File: src/rtl/memory_arbiter.sv
// Round-robin arbiter sharing one data memory port between the decoder (write-only)
// and the host (read/write). One transaction at a time, req/ack handshake per port.
module memory_arbiter #(
    parameter int address_size = 16,
    parameter int data_width   = 32,
    parameter int mem_latency  = 1
) (
    input  logic                    clk,
    input  logic                    reset,
    input  logic                    dec_req,
    input  logic [address_size-1:0] dec_address,
    input  logic [data_width-1:0]   dec_data,
    output logic                    dec_ack,
    input  logic                    host_req,
    input  logic                    host_rwn,
    input  logic [address_size-1:0] host_address,
    input  logic [data_width-1:0]   host_wdata,
    output logic                    host_ack,
    output logic [data_width-1:0]   host_rdata,
    output logic                    mem_start,
    output logic                    mem_rwn,
    output logic [address_size-1:0] mem_address,
    output logic [data_width-1:0]   mem_data_in,
    input  logic [data_width-1:0]   mem_data_out,
    output logic                    busy,
    output logic                    grant
);

    // state | meaning
    // IDLE  | sample requests, grant one (round-robin on contention)
    // ISSUE | one-cycle mem_start, load latency timer
    // WAIT  | count down memory latency, capture read data on last cycle
    // RESP  | pulse ack of granted port, remember it as last_grant
    typedef enum logic [1:0] {IDLE, ISSUE, WAIT, RESP} state_t;

    localparam logic [3:0] latency_load = 4'(mem_latency);

    state_t     state;
    state_t     state_nxt;
    logic [3:0] wait_cnt;
    logic       last_grant;
    logic       load;
    logic       sel;

    always_ff @(posedge clk or negedge reset) begin
        if (!reset) begin
            state <= IDLE;
        end else begin
            state <= state_nxt;
        end
    end

    always_comb begin
        state_nxt = state;
        load      = 1'b0;
        sel       = 1'b0;
        mem_start = 1'b0;
        dec_ack   = 1'b0;
        host_ack  = 1'b0;
        busy      = 1'b1;
        case (state)
            IDLE: begin
                busy = 1'b0;
                if (dec_req && host_req) begin
                    load = 1'b1;
                    sel  = ~last_grant;
                end else if (dec_req) begin
                    load = 1'b1;
                end else if (host_req) begin
                    load = 1'b1;
                    sel  = 1'b1;
                end
                if (load) begin
                    state_nxt = ISSUE;
                end
            end
            ISSUE: begin
                mem_start = 1'b1;
                state_nxt = WAIT;
            end
            WAIT: begin
                if (wait_cnt <= 4'd1) begin
                    state_nxt = RESP;
                end
            end
            RESP: begin
                dec_ack   = ~grant;
                host_ack  = grant;
                state_nxt = IDLE;
            end
            default: state_nxt = IDLE;
        endcase
    end

    always_ff @(posedge clk or negedge reset) begin
        if (!reset) begin
            grant       <= 1'b0;
            last_grant  <= 1'b1;
            mem_rwn     <= 1'b0;
            mem_address <= '0;
            mem_data_in <= '0;
            host_rdata  <= '0;
            wait_cnt    <= 4'd0;
        end else begin
            // decoder grants are always writes
            if (load) begin
                grant       <= sel;
                mem_rwn     <= sel & host_rwn;
                mem_address <= sel ? host_address : dec_address;
                mem_data_in <= sel ? host_wdata : dec_data;
            end
            case (state)
                ISSUE: wait_cnt <= latency_load;
                WAIT: begin
                    if (wait_cnt != 4'd0) begin
                        wait_cnt <= wait_cnt - 4'd1;
                    end
                    if (wait_cnt <= 4'd1 && mem_rwn) begin
                        host_rdata <= mem_data_out;
                    end
                end
                RESP: last_grant <= grant;
                default: ;
            endcase
        end
    end

endmodule

File: config.mk
export PLATFORM = sky130hd
export DESIGN_NAME = memory_arbiter
export DESIGN_NICKNAME = d
export VERILOG_FILES = /design/src/rtl/memory_arbiter.sv
export SDC_FILE = /design/constraint.sdc
export NUM_CORES = 1
export LEC_CHECK = 0
export BUFFER_PORTS_ARGS = -buffer_cell sky130_fd_sc_hd__buf_2
export CAP_MARGIN = 40
export CORE_ASPECT_RATIO = 0.8
export CORE_UTILIZATION = 48
export DETAILED_ROUTE_END_ITERATION = 16
export GPL_TIMING_DRIVEN = 1
export PLACE_DENSITY = 0.94
export SYNTH_ARGS = -nofsm -noshare
export SYNTH_HDL_FRONTEND = slang
export SYNTH_SLANG_ARGS = --single-unit
File: constraint.sdc
create_clock -name clk -period 5.2 [get_ports clk]
set_input_delay 0.26 -clock clk [delete_from_list [all_inputs] [get_ports clk]]
set_output_delay 0.26 -clock clk [all_outputs]
set_load 0.01 [all_outputs]
==> results of run 1 <==
## worst max-delay path, stage by stage (launching register included)
cell	delay [ps]
sky130_fd_sc_hd__dfrtp_1	430
sky130_fd_sc_hd__inv_1	100
sky130_fd_sc_hd__ha_1	410
sky130_fd_sc_hd__nand2_1	160
sky130_fd_sc_hd__nor2_4	680
sky130_fd_sc_hd__mux2_2	420
## power breakdown
part / internal, uW / switching, uW / leakage [uW]
sequential: 1030 / 182 / 0.00109
clock: 182 / 264 / 0.0000848
combinational: 615 / 736 / 0.00150
## synthesized netlist by cell type (all sizes together) (2+ instances only)
master and number:
inv 6, nor2 3, a21oi 2, mux2i 48, nand2 53, mux2 34, nand3 2, clkbuf 8
dfrtp 88, buf 11, ha 6, o21ai 52
## sequential cells by signal, indices dropped and copies added, names as in the netlist
register,cells
host_rdata,32
mem_data_in,32
mem_address,16
wait_cnt,4
state,2
grant,1
last_grant,1
mem_rwn,1
## final timing paths
check / start / to / slack (ps) / depth (start not counted)
worst max-delay path: state[0] / host_rdata[6] / 2870 / 5
worst min-delay path: mem_data_out[23] / host_rdata[23] / 140 / 2
worst max register to register: state[0] / host_rdata[6] / 2870 / 5
worst min register to register: mem_data_in[17] / mem_data_in[17] / 480 / 2
max in group asynchronous: reset / host_rdata[13] / 3780 / 3
min in group asynchronous: reset / wait_cnt[3] / 430 / 2
## logic make-up (layout without fill, tap and decap cells)
| kind of cell | Yosys count | after routing | share of synthesized area (%) |
|---|---|---|---|
| buffers and inverters | 25 | 244 | 4.45 |
| DFF | 89 | 89 | 56.2 |
| adders and majority gates | 6 | 6 | 1.89 |
| AOI/OAI and AO/OA | 61 | 61 | 8.90 |
| and+or+nand+nor | 64 | 64 | 6.81 |
| muxes | 82 | 82 | 21.8 |
## final cells by class
cell class,count,area [um2],share of cell area [%]
clock buffer,9,124,2.35
clock inverter,7,60.1,1.14
inverter,6,22.5,0.428
multi-input combinational,213,1570,29.8
sequential,89,2230,42.3
tap,108,135,2.57
timing repair buffer,222,1130,21.4
## metrics by stage
step / cell area [um2] / hold WS (ps) / utilization [%] / total power (uW)
floorplan: 3970 / -35.6 / - / 2080
global placement: 5070 / 267 / 63.5 / 2490
detailed placement: 5070 / 277 / 63.5 / 2590
CTS: 5270 / 114 / 66.0 / 3040
global route: 5270 / 106 / 66.0 / 3220
finish: 5270 / 138 / 66.0 / 3010
## per-layer routing
metal | global-route usage [%] | part of all wire (%)
met2 | 42.6 | 55
met5 | 0 | 0
met3 | 5.34 | 4.8
met4 | 5.01 | 0.81
met1 | 25.1 | 39
## timing repair
action,4_1_cts,5_1_grt
setup buffers,0,0
hold endpoints to repair,40,0
hold buffers,1,0
resized for setup,0,0
endpoints found under the setup margin,0,0
==> impl.org, run 1 <==
** Outcome
- Status :: completed

** Placement
- Global placement routability congestion :: 0.773
- In this run the tool buffered the top-level ports with 218 buffer cells.
- Worst Setup Slack post-DPL :: 2880 ps
- Placed Cells incl. Taps :: 637
- Detailed placement finished with a half-perimeter wire length of 7090 um.

** Global route
- The initial antenna violation count came to 0.
- Maximum number of pins on one net before global-route repair :: 99
- Global routing used 22.3% of the available tracks across all layers.
- Congestion Overflow GR :: 0
- Global-route wire length before repair :: 15,200 um
- The number of global-route vias before repair was 3,227.

** STA
- For the final routed database, the setup TNS stands at 0 ps.
- For the pin with the worst max-slew slack, the measured transition is 905 ps.
- Hold Violations, Final :: 0
- Tcrit/Tclk final :: 44.8%
- The worst pin sits at a relative slew slack of 39.7%.
- RSZ-0062 raised after global routing :: no
- The routed design could run at a clock period as short as 2330 ps.
- Setup violations remaining at the end of the flow were counted as 0.
- Between clock sinks in the finished design, the worst skew comes to 7.14 ps.
- Fmax achieved :: 429 MHz
- Slew Limit Fails :: 0
- After layout, the worst setup slack is 2870 ps.

** Pwr
- Maximum vdd drop :: 268 uV
- Leak pwr :: 0.00267 uW
- Power spread over the standard cell area amounts to 572 nW/um2.

** CTS
- Max clock buf depth :: 2
- Root buffer cell :: sky130_fd_sc_hd__clkbuf_8
- The H-tree was split into 3 levels.
- Sinks on the clock net :: 89
- Worst skew pair latency :: 350 ps
- TritonCTS built the clock tree.
- Buffers inserted during clock tree synthesis total 9.
- After clock tree synthesis, the clock-pin slew on the worst setup and hold paths is 100 ps.

** Finish
- Area growth from synthesis to layout :: 32.7%
- Counting the fill cells in the layout gives 655.
- Top library cells by usage in the layout, fill and taps aside :: sky130_fd_sc_hd__buf_2, sky130_fd_sc_hd__dfrtp_1, sky130_fd_sc_hd__nand2_1
- Cells with a size suffix above 1 make up 50.9% of the layout.
- Leaving out fill and tap cells, the most frequent cell in the layout is sky130_fd_sc_hd__buf_2.
- Number of standard cells in the layout, taps in and fillers out :: 654
- Antenna Diode Count :: 0
- Net count of the finished layout :: 680

** Yosys
- Top FF cell, synth :: sky130_fd_sc_hd__dfrtp_1
- Mean post-synth cell area :: 12.1 um2
- The synthesized design contains 0 enable-type register cells.
- The synthesized netlist contains 32 unique library cells.
- In this run, synthesis produced a sequential element count of 89.
- Of the post-synthesis cell area, the dominant cell type holds 55.5%.
- Async set-or-reset flop fraction in the synthesized netlist :: 100%
- Fraction of the yosys area taken by sequential cells :: 56.2%
- Syn Std Cell Area :: 3970 um2
- The largest total area in the synthesized netlist belongs to sky130_fd_sc_hd__dfrtp_1.
- Number of warnings issued by yosys :: 0
- Cells after Synth :: 327
- Synthesis produced a netlist with a net count of 466.
- Ranked by total cell area, the synthesized netlist is headed by sky130_fd_sc_hd__dfrtp_1, sky130_fd_sc_hd__mux2i_1, sky130_fd_sc_hd__mux2_2.

** Die
- Die height :: 83.3 um
- Placement Rows :: 29
- The floorplan step set the die width to 104 um.
- The floorplan step defined a core boundary enclosing 7980 um2.
- Floorplan die area :: 8630 um2
- For this configuration, the core starts out at a cell density of 49.7%.
- 219 I/O pins were placed.

** Setup path
- By startpoint and endpoint, the worst setup path is classified as flip-flop to flip-flop.
- The worst setup path is captured at a flip-flop.
- Kind of start point of the critical path :: flip-flop
- In this run the worst path has a maximum fanout of 32.
- Required time of the critical path :: 5430 ps
- Data arrives at the worst endpoint at 2560 ps.

** Route
- Post-route ant nets :: 0
- After detailed routing, the number of remaining DRC violations is 0.
- Detailed-route wire length :: 9430 um
- Average detailed-routed wire length per instance :: 14.4 um
- DR vias/cell :: 4.93
- Across all layers, the routed design uses 3,227 vias.
- First-pass iteration count of the detailed router :: 4
- For this block, the initial DRC count from the detailed router was 90.

** Worst hold path
- The min-delay analysis places its worst path in the category primary input to flip-flop.

** Flow run
- Max cap viols :: 0
No activity file was read; power rests on OpenSTA's default activity.
==> inputs of run 2 (changes only) <==
--- a/config.mk
+++ b/config.mk
@@ -8,10 +8,10 @@
 export BUFFER_PORTS_ARGS = -buffer_cell sky130_fd_sc_hd__buf_2
 export CAP_MARGIN = 40
 export CORE_ASPECT_RATIO = 0.8
-export CORE_UTILIZATION = 48
+export CORE_UTILIZATION = 45
 export DETAILED_ROUTE_END_ITERATION = 16
 export GPL_TIMING_DRIVEN = 1
-export PLACE_DENSITY = 0.94
+export PLACE_DENSITY = 0.89
 export SYNTH_ARGS = -nofsm -noshare
 export SYNTH_HDL_FRONTEND = slang
 export SYNTH_SLANG_ARGS = --single-unit
==> constraint.sdc (replaced) <==
create_clock -name clk -period 2.3 [get_ports clk]
set_input_delay 0.115 -clock clk [delete_from_list [all_inputs] [get_ports clk]]
set_output_delay 0.115 -clock clk [all_outputs]
set_load 0.01 [all_outputs]
==> run 2 against run 1 <==
Hold slack got worse by 110 ps. Cell area rose by 8.0%. Flip-flop and latch count unchanged. Final cell count increased by 6.0%. Die area rose by 6.5%. Critical endpoint is now mem_address[4]. First-iteration DRC count rose by 20%. Register-to-register slack lost 2500 ps. Clock skew rose by 3.4 ps. Power is 130% higher. Sequential power up 130%. Global-route usage decreased by 0.51 points.
==> impl.org, run 2 (same netlist as run 1, synthesis figures left out) <==
** CTS
- TritonCTS built the clock tree.
- Cts bufs inserted :: 9 (unchanged)
- The H-tree level count was 3 (unchanged).
- Root buffer cell :: sky130_fd_sc_hd__clkbuf_8
- Worst skew pair latency :: 360 ps (about the same)
- The worst-case clock buffer depth came to 2 (unchanged).
- Sinks on the clock net :: 89 (unchanged)
- Number of cells upsized or downsized after cts :: 0 (unchanged)
- Register clock-pin slew on the reported worst setup and hold paths :: 100 ps (about the same)

** Pwr
- Net switching fraction of the power :: 39.0% (-0.25 points)
- Power density over the cells :: 1230 nW/um2 (+110%)
- The relative contribution of sequential cells to total power is 39.7% (-0.6 points).
- The internal power contribution is 4260 uW (+130%).
- The logic gate share of total power was 45.5% (+0.7 points).
- The switching power of the nets came to 2720 uW (+130%).
- The leakage dissipation is 0.00285 uW (+6.7%).
- Maximum vdd drop :: 603 uV (+130%)
- Part of the power in the clock network :: 14.9% (about the same)

** Placement
- The final weighted congestion in routability-driven placement came to 0.768 (-0.58%).
- The number of port buffers was 218 (unchanged).
- Placed Cells incl. Taps :: 643 (+0.94%)
- Final HPWL from detailed placement :: 7030 um (-0.80%)
- The cell area after placement was 5150 um2 (+1.6%).
- The placement-stage worst setup slack is 388 ps (-2490 ps).

** Finish
- The count of placed standard cells in the final layout, fillers left out was 693 (+6.0%).
- Antenna Diode Count :: 0 (unchanged)
- The post-layout instance area came to 5690 um2 (+8.0%).
- Fraction of layout instances using a drive strength above 1 :: 48.2% (-2.7 points)
- The number of nets in the layout is 715 (+5.1%).
- Leading cell type in the layout, fill and taps excluded :: sky130_fd_sc_hd__buf_2
- From synthesis to final layout, the design area changed by 43.4%.
- The largest registers in the layout are host_rdata: 32 flops, mem_data_in: 32 flops, mem_address: 16 flops.
- Top library cells by usage in the layout, fill and taps aside :: sky130_fd_sc_hd__buf_2, sky130_fd_sc_hd__dfrtp_1, sky130_fd_sc_hd__nand2_1

** Die
- Die height :: 86.0 um (+3.2%)
- The die boundary width is 107 um (+3.2%).
- Floorplan die area :: 9200 um2 (+6.5%)
- Count of pins on the block boundary :: 219 (unchanged)
- Initial cell density of the core :: 46.5% (-3.1 points)
- The number of rows in the core area was 30 (+3.4%).
- The standard cell core area was 8520 um2 (+6.7%).

** Setup path
- Required time of the critical path :: 2540 ps (-2890 ps)
- The top fanout value on the critical path is 50 (+56%).
- Arrival time reported for the critical path endpoint :: 2190 ps (-370 ps)
- The setup path with the least slack is of type flip-flop to flip-flop.
- STA classifies the critical path startpoint as a flip-flop.
- Number of cells on the worst reg-to-reg path :: 7 (+2)
- Critical path capture point type :: flip-flop

** Flow run
- The max-capacitance violation count is 0 (unchanged).

** STA
- Setup repair after global routing left no endpoint under its margin.
- The count of endpoints failing hold in the final timing report was 0 (unchanged).
- Slew at the pin closest to its max-slew limit :: 557 ps (-348 ps)
- Slew Limit Fails :: 0 (unchanged)
- Worst hold slack after final layout :: 22.9 ps (-115 ps)
- The post-route clock period utilization was 84.5% (+40 points).
- Time the final worst path needs with I/O delays and setup :: 1940 ps (-385 ps)
- The final count of negative-setup-slack endpoints is 0 (unchanged).
- Worst path setup slack after routing :: 356 ps (-2510 ps)
- Fmax achieved :: 514 MHz (+20%)
- The sum of negative setup slack came to 0 ps (unchanged).
- Final Skew :: 10.6 ps (+3.42 ps)
- The tightest slew margin relative to the limit is 62.8% (+23 points).

** Route
- The routed wire length is 9960 um (+5.6%).
- Via count :: 3,340 (+3.5%)
- The post-route antenna net violation count came to 0 (unchanged).
- The number of optimization iterations in the first detailed-route pass is 4 (unchanged).
- Average detailed-routed wire length per instance :: 14.4 um (-0.36%)
- Number of DRC violations after detailed routing :: 0 (unchanged)
- The first-iteration detailed-routing DRC count was 108 (+20%).
- DR vias/cell :: 4.82 (-2.3%)

** Global route
- Maximum number of pins on one net before global-route repair :: 58 (-41%)
- The overall track demand over capacity in global routing was 21.8% (-0.51 points).
- The initial antenna violation count was 0 (unchanged).
- The global-route wire length before repair came to 15,500 um (+1.9%).
- The number of global-route vias before repair is 3,376 (+4.6%).
- Congestion Overflow GR :: 0 (unchanged)

** Worst hold path
- The worst hold path belongs to the class primary input to flip-flop.
- WHS Path Cells :: 3 (+1)

** Outcome
- Status :: completed
[run 2: path summary, 6_finish.rpt]
kind                              endpoint             from  slack (ps)
max                         mem_address[4]         state[0]         360
min                        mem_data_in[22]     dec_data[22]          20
max reg2reg                 mem_address[4]         state[0]         360
min reg2reg                mem_data_in[31]  mem_data_in[31]         490
max in group asynchronous       last_grant            reset        1350
min in group asynchronous  mem_data_in[26]            reset         280
[run 2: metrics by stage]
stage	power, uW	utilization, %
final	6980	66.7
after global placement	5710	60.2
after CTS	7020	66.7
after global routing	7470	66.7
after floorplan	4700	-
after detailed placement	5930	60.5
[run 2: worst max-delay path: stages, from the launching register on]
cell and delay, ps:
sky130_fd_sc_hd__dfrtp_1 420, sky130_fd_sc_hd__inv_1 90, sky130_fd_sc_hd__ha_1 290, sky130_fd_sc_hd__nand2_1 130, sky130_fd_sc_hd__a21oi_4 150, sky130_fd_sc_hd__buf_12 300
sky130_fd_sc_hd__mux2i_1 280, sky130_fd_sc_hd__o21ai_1 90
[run 2: power groups by stage]
stage                     Clock [uW]  Combinational, uW  Sequential [uW]
final                           1040               3170             2770
after CTS                       1080               3190             2750
after floorplan                    0               1610             3080
after detailed placement           0               3160             2770
after global placement             0               2980             2720
after global routing            1130               3480             2860
[run 2: repair_timing]
item,in CTS,in global routing
hold endpoints to repair,75,0
hold buffers,34,0
setup buffers,0,0
[run 2: area by class of cell]
| type | instances | area (um2) |
|---|---|---|
| Clock buffer | 9 | 124 |
| Clock inverter | 7 | 68.8 |
| Fill cell | 643 | 2830 |
| Timing Repair Buffer | 257 | 1530 |
| Inverter | 6 | 22.5 |
| Sequential cell | 89 | 2230 |
| Multi-Input combinational cell | 213 | 1570 |
| Tap cell | 112 | 140 |
[run 2: metal layers]
metal | up-vias | GRT usage (%) | part of all wire (%)
met2 | 141 | 41.3 | 54
met3 | 17 | 6.53 | 7.0
li1 | 1632 | - | -
met1 | 1550 | 23.2 | 38
met4 | 0 | 6.72 | 1.5
met5 | - | 0 | 0
==> inputs of run 3 (changes only) <==
==> constraint.sdc (replaced) <==
create_clock -name clk -period 2 [get_ports clk]
set_input_delay 0.1 -clock clk [delete_from_list [all_inputs] [get_ports clk]]
set_output_delay 0.1 -clock clk [all_outputs]
set_load 0.01 [all_outputs]
==> run 3 against run 2 <==
Combinational power is 18% higher. Final cell count increased by 0.72%. Clock power is 24% higher. Maximum frequency grew 5.7%. Power grew 18%. Critical path depth unchanged. Via count rose by 3.2%. Count of clock-buffer cells in the layout unchanged. Hold slack got worse by 5.0 ps. Core utilization grew 0.75 points.
==> impl.org, run 3 (same netlist as run 1, synthesis figures left out) <==
** Outcome
- The run finished with clean final reports.

** Finish
- The area growth from synthesis to layout is 45.0%.
- The largest registers in the layout are host_rdata: 32 flops, mem_data_in: 32 flops, mem_address: 16 flops.
- The antenna cell count was 0 (unchanged).
- Fraction of layout instances using a drive strength above 1 :: 48.3% (+0.10 points)
- The number of nets in the layout was 720 (+0.70%).
- In the layout the commonest cells are sky130_fd_sc_hd__buf_2, sky130_fd_sc_hd__dfrtp_1, sky130_fd_sc_hd__nand2_1.
- Number of standard cells in the layout, taps in and fillers out :: 698 (+0.72%)
- Leaving out fill and tap cells, the most frequent cell in the layout is sky130_fd_sc_hd__buf_2.

** Route
- The first-iteration detailed-routing DRC count was 102 (-5.6%).
- The routed wire length came to 10,200 um (+2.8%).
- DR vias/cell :: 4.94 (+2.5%)
- The total vias in the final route was 3,447 (+3.2%).
- The post-route antenna net violation count came to 0 (unchanged).
- The detailed-route DRC error count came to 0 (unchanged).
- The number of optimization iterations in the first detailed-route pass came to 4 (unchanged).
- The detailed-route wire length per cell is 14.7 um (+2.1%).

** Die
- The boundary pin count is 219 (unchanged).
- Placeable core region :: 8520 um2 (unchanged)
- Floorplan die area :: 9200 um2 (unchanged)
- The die boundary width came to 107 um (unchanged).
- Initial cell density of the core :: 46.5% (unchanged)
- Die height :: 86.0 um (unchanged)
- The number of rows in the core area is 30 (unchanged).

** Setup path
- Reg2reg setup slack :: 160 ps (-200 ps)
- In this run the worst setup path begins at state[1].
- Number of buffer and inverter instances along the worst setup path :: 2 (unchanged)
- Crit path largest cell delay :: 430 ps (about the same)
- Crit path capture :: mem_address[4]
- The worst register-to-register path ends at mem_address[4].
- Cell with the largest stage delay on the worst path :: sky130_fd_sc_hd__dfrtp_1
- Required time of the critical path :: 2240 ps (-300 ps)
- The top fanout value on the critical path came to 15 (-70%).
- STA classifies the critical path startpoint as a flip-flop.
- Top delay family on crit path :: flip-flops
- Cells along the critical path :: inv_1 > ha_2 > nand2_1 > a21oi_4 > buf_4 > mux2i_1 > o21ai_1
- The cell count along the critical path was 7 (unchanged).
- Number of cells on the worst reg-to-reg path :: 7 (unchanged)
- FF-to-FF Start :: state[1]
- The critical path is of the flip-flop to flip-flop type.
- Arrival time reported for the critical path endpoint :: 2080 ps (-110 ps)
- Critical path capture point type :: flip-flop

** Pwr
- The leakage dissipation is 0.00288 uW (+0.99%).
- The power density over the cells came to 1430 nW/um2 (+16%).
- Reg power frac :: 38.6% (-1.1 points)
- Overall power of the completed layout :: 8200 uW (+18%)
- The switching power as a share of total power is 38.5% (-0.46 points).
- The logic gate share of total power is 45.6% (about the same).
- Part of the power in the clock network :: 15.8% (+0.9 points)
- Maximum vdd drop :: 669 uV (+11%)
- Internal Dissipation :: 5040 uW (+18%)
- Net load switching power :: 3160 uW (+16%)

** Placement
- Global placement routability congestion :: 0.756 (-1.7%)
- Final HPWL from detailed placement :: 7140 um (+1.5%)
- The cell count after placement is 645 (+0.31%).
- The number of port buffers is 218 (unchanged).

** STA
- The slew at the pin with the worst max-slew slack is 747 ps (+190 ps).
- The sum of negative setup slack was 0 ps (unchanged).
- Time the final worst path needs with I/O delays and setup :: 1840 ps (-105 ps)
- Final setup vio count :: 0 (unchanged)
- Tcrit/Tclk final :: 92.0% (+7.4 points)
- Slew Limit Headroom :: 50.0% (-13 points)
- Setup repair after global routing left no endpoint under its margin.
- Hold Violations, Final :: 0 (unchanged)
- The clock skew after layout came to 15.2 ps (+4.67 ps).
- The fmax is 544 MHz (+5.7%).
- Slew Limit Fails :: 0 (unchanged)

** Global route
- The global-route wire length before repair came to 16,100 um (+3.8%).
- The overall track demand over capacity in global routing came to 22.8% (+0.98 points).
- Maximum number of pins on one net before global-route repair :: 53 (-8.6%)
- Initial antenna violation count :: 0 (unchanged)
- The sum of overflow across all layers after global routing came to 0 (unchanged).
- The number of global-route vias before repair is 3,452 (+2.3%).

** CTS
- The TritonCTS sink count came to 89 (unchanged).
- Max clock buf depth :: 2 (unchanged)
- The H-tree level count is 3 (unchanged).
- Root buffer cell :: sky130_fd_sc_hd__clkbuf_8
- Cts bufs inserted :: 9 (unchanged)
- Register clock-pin slew on the reported worst setup and hold paths :: 100 ps (about the same)
- TritonCTS built the clock tree.
- The worst-skew pair later-pin latency came to 360 ps (about the same).

** Worst hold path
- The worst hold path belongs to the class primary input to flip-flop.

** Flow run
- The max-capacitance violation count was 0 (unchanged).
[run 3: area by class of cell]
type / count / area (um2)
clock buffers: 9 / 124
multi-input cells: 213 / 1570
inverters: 6 / 22.5
fillers: 609 / 2770
well taps: 112 / 140
flip-flops and latches: 89 / 2230
clock inverters: 7 / 85.1
repair buffers: 262 / 1580
[run 3: worst min-delay path by stage]
| stage | start | end | slack [ps] | depth (start not counted) |
|---|---|---|---|---|
| floorplan | reset | grant | -200 | 0 |
| global placement | reset | mem_data_in[30] | 90 | 1 |
| detailed placement | reset | mem_data_in[30] | 100 | 1 |
| CTS | dec_address[1] | mem_address[1] | 0.3 | 3 |
| global route | dec_data[18] | mem_data_in[18] | 7 | 3 |
| finish | host_address[8] | mem_address[8] | 20 | 3 |
[run 3: through the flow]
stage / hold slack (ps) / worst slack (ps) / util [%] / area (um2)
finish: 18.0 / 161 / 67.5 / 5750
global route: 7.43 / 64.8 / 67.5 / 5750
detailed placement: 99.1 / 118 / 60.7 / 5170
floorplan: -196 / 375 / - / 3970
global placement: 91.4 / 257 / 60.7 / 5170
CTS: 0.309 / 99.5 / 67.5 / 5750
[run 3: tightest hold or removal path: cells and delay by family]
family | cells | cell delay (ps)
AO/OA/AOI/OAI | 1 | 100
multiplexers | 1 | 50
buffers and inverters | 1 | 80
[run 3: per-layer routing]
metal | wire (um) | up-vias | track usage, % | part of all wire, %
li1 | - | 1648 | - | -
met1 | 3940 | 1602 | 24.9 | 39
met2 | 5340 | 166 | 41.9 | 52
met3 | 654 | 31 | 5.09 | 6.4
met4 | 303 | 0 | 11.0 | 3.0
met5 | 0 | - | 0 | 0
[run 3: what timing repair did]
action,in CTS,in global routing
gates resized for setup,0,1
hold buffers,37,0
endpoints found under the setup margin,0,7
hold endpoints to repair,73,0
setup buffers,0,0
[run 3: power by group through the flow]
stage | registers, uW | clock network (uW) | logic, uW
after CTS | 3160 | 1340 | 3740
final | 3170 | 1290 | 3740
after global placement | 3130 | 0 | 3500
after floorplan | 3540 | 0 | 1850
after global routing | 3280 | 1400 | 4080
after detailed placement | 3190 | 0 | 3680
